<file path="src/rtl/rpc2_ctrl_axi_addr_arbiter.sv">
// Merges the AXI write- and read-address command streams into the ADR FIFO through one registered stage.
// Define RPC2_CTRL_ADR_ARB_STAT_EN to build in the saturating grant counters (otherwise tied to zero).
module rpc2_ctrl_axi_addr_arbiter #(
  parameter int C_ADR_WIDTH    = 46,
  parameter int C_ARB_MODE     = 0,
  parameter int C_STARVE_LIMIT = 4
) (
  input  logic                   clk,
  input  logic                   reset_n,
  input  logic                   aw_valid,
  input  logic [C_ADR_WIDTH-1:0] aw_din,
  output logic                   aw_ready,
  input  logic                   ar_valid,
  input  logic [C_ADR_WIDTH-1:0] ar_din,
  output logic                   ar_ready,
  input  logic                   adr_full,
  output logic                   adr_wr_en,
  output logic [C_ADR_WIDTH:0]   adr_din,
  output logic                   last_grant,
  output logic [15:0]            stat_aw_cnt,
  output logic [15:0]            stat_ar_cnt
);

  localparam logic [3:0] LP_STARVE_LIMIT = 4'(C_STARVE_LIMIT);

  logic                 r_out_valid;
  logic [C_ADR_WIDTH:0] r_out_data;
  logic                 r_last_grant;
  logic [3:0]           r_starve_cnt;

  logic w_load;
  logic w_gnt_aw;
  logic w_gnt_ar;

  // The stage takes a new command when it is empty or its current one drains this cycle.
  assign w_load = ~r_out_valid | ~adr_full;

  always_comb begin
    w_gnt_aw = 1'b0;
    w_gnt_ar = 1'b0;
    if (C_ARB_MODE == 1) begin
      if (aw_valid && ar_valid) begin
        w_gnt_aw = r_last_grant;
        w_gnt_ar = ~r_last_grant;
      end else begin
        w_gnt_aw = aw_valid;
        w_gnt_ar = ar_valid;
      end
    end else if ((C_ARB_MODE == 2) && ar_valid && (r_starve_cnt == LP_STARVE_LIMIT)) begin
      w_gnt_ar = 1'b1;
    end else begin
      w_gnt_aw = aw_valid;
      w_gnt_ar = ar_valid & ~aw_valid;
    end
  end

  assign aw_ready   = w_load & w_gnt_aw;
  assign ar_ready   = w_load & w_gnt_ar;
  assign adr_wr_en  = r_out_valid & ~adr_full;
  assign adr_din    = r_out_data;
  assign last_grant = r_last_grant;

  always_ff @(posedge clk or negedge reset_n) begin
    if (!reset_n) begin
      r_out_valid  <= 1'b0;
      r_out_data   <= '0;
      r_last_grant <= 1'b1;
    end else if (w_load) begin
      if (ar_ready) begin
        r_out_valid  <= 1'b1;
        r_out_data   <= {1'b1, ar_din};
        r_last_grant <= 1'b1;
      end else if (aw_ready) begin
        r_out_valid  <= 1'b1;
        r_out_data   <= {1'b0, aw_din};
        r_last_grant <= 1'b0;
      end else begin
        r_out_valid  <= 1'b0;
      end
    end
  end

  // Counts write wins over a waiting read; frozen while the stage is stalled.
  always_ff @(posedge clk or negedge reset_n) begin
    if (!reset_n) begin
      r_starve_cnt <= 4'd0;
    end else if (w_load) begin
      if (!ar_valid || ar_ready) begin
        r_starve_cnt <= 4'd0;
      end else if (aw_ready && (r_starve_cnt != 4'hF)) begin
        r_starve_cnt <= r_starve_cnt + 4'd1;
      end
    end
  end

`ifdef RPC2_CTRL_ADR_ARB_STAT_EN
  logic [15:0] r_stat_aw_cnt;
  logic [15:0] r_stat_ar_cnt;

  always_ff @(posedge clk or negedge reset_n) begin
    if (!reset_n) begin
      r_stat_aw_cnt <= 16'h0000;
      r_stat_ar_cnt <= 16'h0000;
    end else begin
      if (aw_ready && (r_stat_aw_cnt != 16'hFFFF)) begin
        r_stat_aw_cnt <= r_stat_aw_cnt + 16'd1;
      end
      if (ar_ready && (r_stat_ar_cnt != 16'hFFFF)) begin
        r_stat_ar_cnt <= r_stat_ar_cnt + 16'd1;
      end
    end
  end

  assign stat_aw_cnt = r_stat_aw_cnt;
  assign stat_ar_cnt = r_stat_ar_cnt;
`else
  assign stat_aw_cnt = 16'h0000;
  assign stat_ar_cnt = 16'h0000;
`endif

endmodule

</file>
<file path="config.mk">
export PLATFORM = sky130hd
export DESIGN_NAME = rpc2_ctrl_axi_addr_arbiter
export DESIGN_NICKNAME = d
export VERILOG_FILES = /design/src/rtl/rpc2_ctrl_axi_addr_arbiter.sv
export SDC_FILE = /design/constraint.sdc
export NUM_CORES = 1
export LEC_CHECK = 0
export BUFFER_PORTS_ARGS = -buffer_cell sky130_fd_sc_hd__buf_2
export CAP_MARGIN = 20
export CORE_ASPECT_RATIO = 0.5
export CORE_UTILIZATION = 40
export CTS_BUF_LIST = sky130_fd_sc_hd__clkbuf_2 sky130_fd_sc_hd__clkbuf_4 sky130_fd_sc_hd__clkbuf_8
export DETAILED_ROUTE_END_ITERATION = 10
export MAX_ROUTING_LAYER = met4
export PLACE_DENSITY = 0.8
export SYNTH_ARGS = -nofsm -noshare
export SYNTH_HDL_FRONTEND = slang
export SYNTH_SLANG_ARGS = --single-unit
</file>
<file path="constraint.sdc">
create_clock -name clk -period 1.35 [get_ports clk]
set_clock_uncertainty 0.05 [all_clocks]
set_input_delay 0.3375 -clock clk [delete_from_list [all_inputs] [get_ports clk]]
set_output_delay 0.3375 -clock clk [all_outputs]
set_load 0.005 [all_outputs]
</file>
==> impl_metrics.yaml, run 1 <==
clock_network:
  clk_transition_reported_paths_ns: 0.10
  cts_made_buffers: 5
  cts_tree: "built"
  worstSkewPairLatency_ns: 0.30
  cts_htree_levels: 2
  clk_root_buffer_cell: "clkbuf_8"
  tritoncts_num_sinks: 49
  clk_path_buf_depth: 2
min_path:
  min-delay-start: "aw_din[40]"
  holdCritPathClass: "in2reg"
worst_setup_path:
  worst_ep_required_time_ns: 0.96
  r2r-start: "r_out_valid$_DFFE_PN0P_"
  worst_setup_path_endpoint: "ar_ready"
  critPathLaunch: "r_out_valid$_DFFE_PN0P_"
  critPathLaunchType: "flip-flop"
  cp-end-kind: "output pin"
  worst-r2r-setup-slack_ns: -0.26
  worst-endpoint-arrival_ns: 1.23
  critPathKind: "reg2out"
  critical_path.reg2reg.endpoint: "adr_din[2]$_DFFE_PN0P_"
  depth_of_the_most_critical_reg_to_reg_path: 6
  worstPathMaxFanout: 4
sta:
  layout_min_cycle_time_ns: 1.617
  unrepaired_setup_endpoints_after_global_routing: "true"
  report.final.slew_viol_count: 0
  final.hold.worst_slack_ns: 0.3225
  hold_viol_final: 0
  setup-violations-final: 49
  setup_total_negative_slack_ns: -11.05
  max_freq_mhz: 618.3
  final_critical_path_setup_slack_ns: -0.2673
  final.period_utilization_pct: 119.8
place:
  port_buffers: 147
  placed_cell_area_mm2: 0.003566
  placement_setup_slack_ns: -0.2207
  place_hpwl_um: 4562
  place_inst: 435
  gp_congestion: 0.7748
cells_and_area:
  final_layout_size_suffix_gt1_share_pct: 70.72
  layout-area-overhead-vs-synth_pct: 43.81
  multi_input_area_mm2: 0.001460
  finalNetCount: 458
  final.fill_count: 529
  n_antenna_cell: 0
  utilization_pct: 59.46
  finish.cell_count_without_fillers: 454
  area.sequential_mm2: 0.001227
  final_cell_area_mm2: 0.003984
pwr:
  static-leakage-power_nw: 2.146
  power_per_cell_area_mw_per_mm2: 1086
  power.ir.vdd_worst_mv: 0.4826
  design_power_total_mw: 4.327
route:
  finalWirelength_um: 6520
  initialDrtViolationCount: 53
  remaining_drc_errors: 0
  drtAntennaViolNets: 0
  via_density: 4.509
  vias: 2047
  dr.pass1.iters: 4
  wl_per_cell_um: 14.36
grt:
  grt_util_all_layers_pct: 17.73
  grt_pass1_wl_um: 9508
  maximum_number_of_pins_on_one_net_before_global_route_repair: 22
  grt_pass1_vias: 1929
  antenna_found_initial: 0
  globalRoute.totalOverflow: 0
floorplan:
  design.die.area_mm2: 0.007283
  design.core.area_mm2: 0.006700
  initial_utilization_pct: 41.34
  floorplan.die.width_um: 119.7
  die_height_um: 60.85
  fp-row-count: 21
  io_pins: 180
status:
  run_status: "complete, but fails checks"
  violations_in_the_final_reports: "negative setup slack"
job:
  cap_viol_max_count: 0
synthesis:
  ys_seq_area_share_pct: 44.31
  area_share_of_xor_xnor_cells_in_the_synthesized_design_pct: 0
  largest_family_of_logic_cells_by_synthesized_area: "multiplexers"
  yosysWarnings: 0
  synth_largest_area_cell: "dfrtp_1"
  yosys_register_bits: 49
  synth-adder-area-share_pct: 0
  synth_cell_type_count: 17
  synthesis.instances: 194
  synth_compound_gate_area_share_pct: 1.807
  netlist.area_leader.share_pct: 43.36
  post_synthesis_instance_area_mm2: 0.002770
  synth_simple_gate_area_share_pct: 0.3613
  synthesis.area_per_instance_um2: 14.28
  netlist_top_cells_area: "dfrtp_1 43%, mux2_2 16%, mux2_4 15%, mux2_1 9.8%, buf_4 8.9%"
  synth_mux_area_share_pct: 41.19
==> power breakdown <==
group / leakage [nW] / internal (mW) / total (mW) / switching [mW]
combinational: 1.52 / 0.893 / 1.40 / 0.507
sequential: 0.570 / 1.72 / 1.86 / 0.136
clock: 0.0586 / 0.571 / 1.07 / 0.500
total: 2.15 / 3.19 / 4.33 / 1.14
==> cells in the mapped netlist <==
| master | instances |
|---|---|
| buf_2 | 3 |
| a2bb2oi_2 | 1 |
| nor2_1 | 1 |
| dfstp_2 | 1 |
| mux2_2 | 40 |
| a21boi_1 | 1 |
| a21oi_1 | 2 |
| mux2_1 | 24 |
| buf_4 | 33 |
| nor2b_1 | 1 |
| a21bo_2 | 1 |
| conb_1 | 1 |
| a21o_1 | 1 |
| inv_1 | 2 |
| buf_6 | 6 |
| dfrtp_1 | 48 |
| mux2_4 | 28 |
==> sequential cells by signal (all words and copies together), names as in the netlist <==
name and flops:
adr_din 47, last_grant 1, r_out_valid 1
==> worst min path at each step <==
stage                                    to  slack, ns  depth (start not counted)
finish              adr_din[40]$_DFFE_PN0P_       0.32                          3
CTS                 adr_din[40]$_DFFE_PN0P_       0.31                          3
floorplan            adr_din[0]$_DFFE_PN0P_     -0.008                          0
global placement    adr_din[32]$_DFFE_PN0P_       0.21                          1
detailed placement  adr_din[27]$_DFFE_PN0P_       0.21                          1
global route        adr_din[35]$_DFFE_PN0P_       0.32                          3
==> cell families after synthesis <==
group	after synthesis
compound gates	6
buf+inv	44
flops	49
mux	92
other cells	1
simple gates	2
==> layer usage <==
layer  GRT usage [%]  vias up  share of wire (%)
li1                -      948                  -
met1           19.35     1008                 40
met2           33.53       75                 54
met3           3.195       16                3.6
met4           6.250        0                2.4
met5               -        -                  0
==> repair_timing <==
item,CTS,global route
hold buffers,1,0
gates cloned,5,0
resized for setup,17,31
buffers inserted,5,2
endpoints found under the setup margin,42,50
pin swaps,2,1
endpoints found under the hold margin,10,0
==> worst max-delay path, cell delays in order, from the launching register on <==
cell     delay [ns]
dfrtp_1        0.41
buf_6          0.13
a21bo_2        0.19
nor2_1         0.08
buf_2          0.11
==> layout by cell type, fill, tap and decap left out <==
cell and n:
buf_6 7, buf_8 1, mux2_2 13, clkbuf_8 5, nor2_1 1, clkbuf_4 1
dfstp_2 1, nor2b_1 1, buf_12 4, mux2_4 62, buf_2 147, a21o_1 1
dlygate4sd3_1 1, a21boi_1 1, dfrtp_1 48, a2bb2oi_4 1, bufinv_16 1, inv_1 2
clkinv_2 1, buf_4 8, a21oi_1 2, buf_16 3, conb_1 32, a21bo_2 1
mux2_1 17
==> final cells by class <==
| type | instances | area share, % |
|---|---|---|
| multi-input cells | 132 | 36.65 |
| flip-flops and latches | 49 | 30.81 |
| repair buffers | 171 | 26.66 |
| well taps | 92 | 2.889 |
| clock buffers | 6 | 1.916 |
| clock inverters | 2 | 0.8794 |
| inverters | 2 | 0.1884 |
Note: power is estimated with default switching activity, not from simulation.
==> inputs of run 2 (changes only) <==
--- a/config.mk
+++ b/config.mk
@@ -13,6 +13,8 @@
 export DETAILED_ROUTE_END_ITERATION = 10
 export MAX_ROUTING_LAYER = met4
 export PLACE_DENSITY = 0.8
+export RECOVER_POWER = 100
+export SLEW_MARGIN = 20
 export SYNTH_ARGS = -nofsm -noshare
 export SYNTH_HDL_FRONTEND = slang
 export SYNTH_SLANG_ARGS = --single-unit
==> constraint.sdc (replaced) <==
create_clock -name clk -period 1.4 [get_ports clk]
set_clock_uncertainty 0.05 [all_clocks]
set_input_delay 0.35 -clock clk [delete_from_list [all_inputs] [get_ports clk]]
set_output_delay 0.35 -clock clk [all_outputs]
set_load 0.005 [all_outputs]
==> impl_metrics.yaml, run 2 (synthesized netlist as in run 1, its figures left out) <==
route:
  dr.pass1.iters: 4
  wl_per_cell_um: 15.52
  remaining_drc_errors: 0
  finalWirelength_um: 7045
  vias: 2051
  initialDrtViolationCount: 99
  via_density: 4.518
  drtAntennaViolNets: 0
place:
  place_hpwl_um: 4473
  placed_cell_area_mm2: 0.003556
  placement_setup_slack_ns: -0.1931
  port_buffers: 147
  gp_congestion: 0.7514
cells_and_area:
  largest_register_ffs: 47
  highest_count_cells_in_the_layout_ignoring_fill_and_taps: "145 x buf_2, 64 x mux2_4, 47 x dfrtp_1"
  utilization_pct: 59.94
  final_cell_area_mm2: 0.004016
  multi_input_area_mm2: 0.001474
  final_common_cell: "buf_2"
  area.sequential_mm2: 0.001229
  final.fill_count: 508
  n_antenna_cell: 0
  layout-area-overhead-vs-synth_pct: 44.99
  final_layout_size_suffix_gt1_share_pct: 71.27
  finalNetCount: 458
worst_setup_path:
  worst_ep_required_time_ns: 1.00
  cp-end-kind: "output pin"
  worst-endpoint-arrival_ns: 1.18
  critPathKind: "reg2out"
  worst-r2r-setup-slack_ns: -0.15
  critPathLaunchType: "flip-flop"
  worstPathMaxFanout: 3
grt:
  grt_pass1_vias: 1901
  grt_pass1_wl_um: 9363
  antenna_found_initial: 0
  maximum_number_of_pins_on_one_net_before_global_route_repair: 27
  globalRoute.totalOverflow: 0
  grt_util_all_layers_pct: 17.50
pwr:
  combinational_cell_fraction_of_total_power_pct: 33.8
  cellInternalPower_mw: 2.944
  power.ir.vdd_worst_mv: 0.4864
  power_per_cell_area_mw_per_mm2: 1015
  clockPowerShare_pct: 22.0
  sequentialPowerShare_pct: 44.2
  static-leakage-power_nw: 2.164
  switching_power_mw: 1.131
  power_switching_share_pct: 27.76
  design_power_total_mw: 4.075
sta:
  final_critical_path_setup_slack_ns: -0.1780
  final.hold.worst_slack_ns: 0.3388
  final.period_utilization_pct: 112.7
  max_freq_mhz: 633.7
  hold_viol_final: 0
  report.final.slew_viol_count: 0
  unrepaired_setup_endpoints_after_global_routing: "true"
  setup-violations-final: 49
  worst_slew_pin_slew_ns: 0.6536
  layout_min_cycle_time_ns: 1.578
  timing.max_slew.rel_slack_pct: 56.42
clock_network:
  tritoncts_num_sinks: 49
  cts_made_buffers: 5
  clk_transition_reported_paths_ns: 0.10
  cts_tree: "built"
  clk_path_buf_depth: 2
  cts_htree_levels: 2
  clk_root_buffer_cell: "clkbuf_8"
  worstSkewPairLatency_ns: 0.30
floorplan:
  io_pins: 180
  floorplan.die.width_um: 119.7
  initial_utilization_pct: 41.34
  die_height_um: 60.85
  design.core.area_mm2: 0.006700
  fp-row-count: 21
  design.die.area_mm2: 0.007283
min_path:
  holdCritPathClass: "in2reg"
status:
  violations_in_the_final_reports: "negative setup slack"
  run_status: "complete, but fails checks"
job:
  cap_viol_max_count: 0
run 2: cell count changes in the layout (fill, tap and decap cells not counted), moves of 2 or more:
cell       previous run  this run
mux2_4               62        64
clkbuf_16             0         2
buf_4                 8         6
buf_2               147       145
mux2_2               13        11
clkbuf_2              0         2
run 2: routing by layer:
metal  vias up  track usage, %  share of wire (%)
li1        946               -                  -
met1      1014           19.72                 42
met2        83           32.95                 53
met3         8           2.820                3.7
met4         0           5.179                1.2
met5         -               -                  0
run 2: critical path, stage by stage (launching register included):
cell and delay (ns):
dfrtp_2 0.44, a21bo_2 0.21, nor2_2 0.10, buf_2 0.13
run 2: power groups by stage:
stage | combinational (mW) | sequential, mW | clock [mW]
2_1_floorplan | 0.593 | 1.83 | 0
3_3_place_gp | 1.05 | 1.80 | 0
3_5_place_dp | 1.08 | 1.81 | 0
4_1_cts | 1.18 | 1.78 | 0.919
5_1_grt | 1.47 | 1.83 | 0.974
6_report | 1.38 | 1.80 | 0.897
run 2: through the flow:
stage | TNS, ns | cells
finish | -5.459 | 454
global route | -7.006 | 454
CTS | -4.959 | 449
detailed placement | -6.248 | 432
global placement | -5.375 | 432
floorplan | 0 | 225
run 2: area by class of cell:
class                      instances  share of cell area [%]
timing repair buffer             171                   27.26
clock inverter                     2                  0.3427
sequential                        49                   30.59
clock buffer                       6                   2.056
tap                               92                   2.866
inverter                           2                  0.1869
multi-input combinational        132                   36.70
run 2: timing repair:
action,CTS,global route
hold endpoints to repair,48,0
pin swaps,1,2
setup buffers,5,5
resized for setup,9,43
endpoints found under the setup margin,26,50
hold buffers,1,0
gates cloned,3,2
run 2: path summary, 6_finish.rpt:
path | from | to | depth (start not counted)
worst min-delay path | ar_din[39] | adr_din[39]$_DFFE_PN0P_ | 3
worst max register to register | r_out_valid$_DFFE_PN0P_ | adr_din[30]$_DFFE_PN0P_ | 6
worst max-delay path | r_out_valid$_DFFE_PN0P_ | ar_ready | 3
min in group asynchronous | reset_n | adr_din[39]$_DFFE_PN0P_ | 3
worst min register to register | last_grant$_DFFE_PN1P_ | last_grant$_DFFE_PN1P_ | 2
max in group asynchronous | reset_n | r_out_valid$_DFFE_PN0P_ | 3
==> inputs of run 3 (changes only) <==
--- a/config.mk
+++ b/config.mk
@@ -13,7 +13,6 @@
 export DETAILED_ROUTE_END_ITERATION = 10
 export MAX_ROUTING_LAYER = met4
 export PLACE_DENSITY = 0.8
-export RECOVER_POWER = 100
 export SLEW_MARGIN = 20
 export SYNTH_ARGS = -nofsm -noshare
 export SYNTH_HDL_FRONTEND = slang
==> impl_metrics.yaml, run 3 (synthesized netlist as in run 1, its figures left out) <==
sta:
  unrepaired_setup_endpoints_after_global_routing: "true"
  layout_min_cycle_time_ns: 1.578
  setup-violations-final: 49
  report.final.slew_viol_count: 0
  final_critical_path_setup_slack_ns: -0.1779
  max_freq_mhz: 633.7
  final.period_utilization_pct: 112.7
  hold_viol_final: 0
floorplan:
  design.core.area_mm2: 0.006700
  initial_utilization_pct: 41.34
  design.die.area_mm2: 0.007283
  die_height_um: 60.85
  io_pins: 180
  fp-row-count: 21
  floorplan.die.width_um: 119.7
route:
  remaining_drc_errors: 0
  initialDrtViolationCount: 97
  wl_per_cell_um: 15.52
  dr.pass1.iters: 4
  via_density: 4.513
  finalWirelength_um: 7045
  vias: 2049
  drtAntennaViolNets: 0
grt:
  grt_pass1_vias: 1901
  maximum_number_of_pins_on_one_net_before_global_route_repair: 27
  grt_pass1_wl_um: 9363
  grt_util_all_layers_pct: 17.50
  antenna_found_initial: 0
  globalRoute.totalOverflow: 0
min_path:
  holdCritPathClass: "in2reg"
  holdPathStages: 3
status:
  run_status: "complete, but fails checks"
  violations_in_the_final_reports: "negative setup slack"
clock_network:
  clk_root_buffer_cell: "clkbuf_8"
  cts_htree_levels: 2
  worstSkewPairLatency_ns: 0.30
  clk_path_buf_depth: 2
  cts_made_buffers: 5
  clk_transition_reported_paths_ns: 0.10
  tritoncts_num_sinks: 49
  cts_tree: "built"
worst_setup_path:
  critPathLaunchType: "flip-flop"
  worstPathMaxFanout: 3
  cp-end-kind: "output pin"
  depth_of_the_most_critical_reg_to_reg_path: 6
  worst_ep_required_time_ns: 1.00
  worst-endpoint-arrival_ns: 1.18
  critPathKind: "reg2out"
pwr:
  switching_power_mw: 1.132
  static-leakage-power_nw: 2.178
  clockPowerShare_pct: 21.9
  combinational_cell_fraction_of_total_power_pct: 34.0
  sequentialPowerShare_pct: 44.0
  cellInternalPower_mw: 2.954
  power_per_cell_area_mw_per_mm2: 1009
  power_switching_share_pct: 27.70
  power.ir.vdd_worst_mv: 0.4865
job:
  cap_viol_max_count: 0
place:
  place_inst: 432
  port_buffers: 147
  place_hpwl_um: 4473
  placement_setup_slack_ns: -0.1931
  gp_congestion: 0.7514
cells_and_area:
  finalNetCount: 458
  final.fill_count: 503
  final_layout_size_suffix_gt1_share_pct: 71.55
  finish.cell_count_without_fillers: 454
  final_common_cell: "buf_2"
  n_antenna_cell: 0
  largest_register_ffs: 47
  layout-area-overhead-vs-synth_pct: 46.12
  highest_count_cells_in_the_layout_ignoring_fill_and_taps: "146 x buf_2, 64 x mux2_4, 47 x dfrtp_1"
  utilization_pct: 60.41
## run 3: metrics by stage
stage          instance area, um2  total power [mW]  hold slack [ns]  setup TNS (ns)
2_1_floorplan                2887             2.419         0.004409               0
3_3_place_gp                 3556             2.850           0.3048          -5.375
3_5_place_dp                 3556             2.884           0.3062          -6.248
4_1_cts                      3817             3.881           0.3215          -4.959
5_1_grt                      4048             4.288           0.3368          -6.995
6_report                     4048             4.086           0.3395          -5.476
## run 3: path summary, 6_finish.rpt
kind,from,endpoint,slack (ns)
worst min register to register,last_grant$_DFFE_PN1P_,last_grant$_DFFE_PN1P_,0.43
min in group asynchronous,reset_n,adr_din[39]$_DFFE_PN0P_,0.51
worst max register to register,r_out_valid$_DFFE_PN0P_,adr_din[30]$_DFFE_PN0P_,-0.15
worst min-delay path,ar_din[39],adr_din[39]$_DFFE_PN0P_,0.34
max in group asynchronous,reset_n,last_grant$_DFFE_PN1P_,0.55
worst max-delay path,r_out_valid$_DFFE_PN0P_,ar_ready,-0.18
## run 3: worst max-delay path, stage by stage, from the launching register on
cell and delay (ns):
dfrtp_2 0.44, a21bo_2 0.21, nor2_2 0.10, buf_2 0.13
## run 3: final cells by class
type / count / area [um2] / share of cell area (%)
Multi-Input combinational cell: 132 / 1474 / 36.41
Inverter: 2 / 7.507 / 0.1855
Sequential cell: 49 / 1229 / 30.36
Tap cell: 92 / 115.1 / 2.844
Timing Repair Buffer: 171 / 1126 / 27.82
Clock buffer: 6 / 82.58 / 2.040
Clock inverter: 2 / 13.76 / 0.3400
## run 3: power by group through the flow
stage,combinational (mW),clock [mW],sequential [mW]
after detailed placement,1.08,0,1.81
final,1.39,0.896,1.80
after global placement,1.05,0,1.80
after floorplan,0.593,0,1.83
after global routing,1.49,0.974,1.83
after CTS,1.18,0.919,1.78
## run 3: routing by layer
metal  GRT usage, %  vias to the layer above  routed length (um)  part of all wire (%)
met5              -                        -                   0                     0
met4          5.179                        0                  83                   1.2
met3          2.820                        8                 266                   3.8
met2          32.95                       85                3725                    53
met1          19.72                     1011                2970                    42
li1               -                      945                   -                     -
## run 3: timing repair
item / 4_1_cts / 5_1_grt
endpoints found under the setup margin: 26 / 50
setup buffers: 5 / 5
gates resized for setup: 9 / 43
endpoints found under the hold margin: 48 / 0
pin swaps: 1 / 2
gates cloned: 3 / 2
hold buffers: 1 / 0
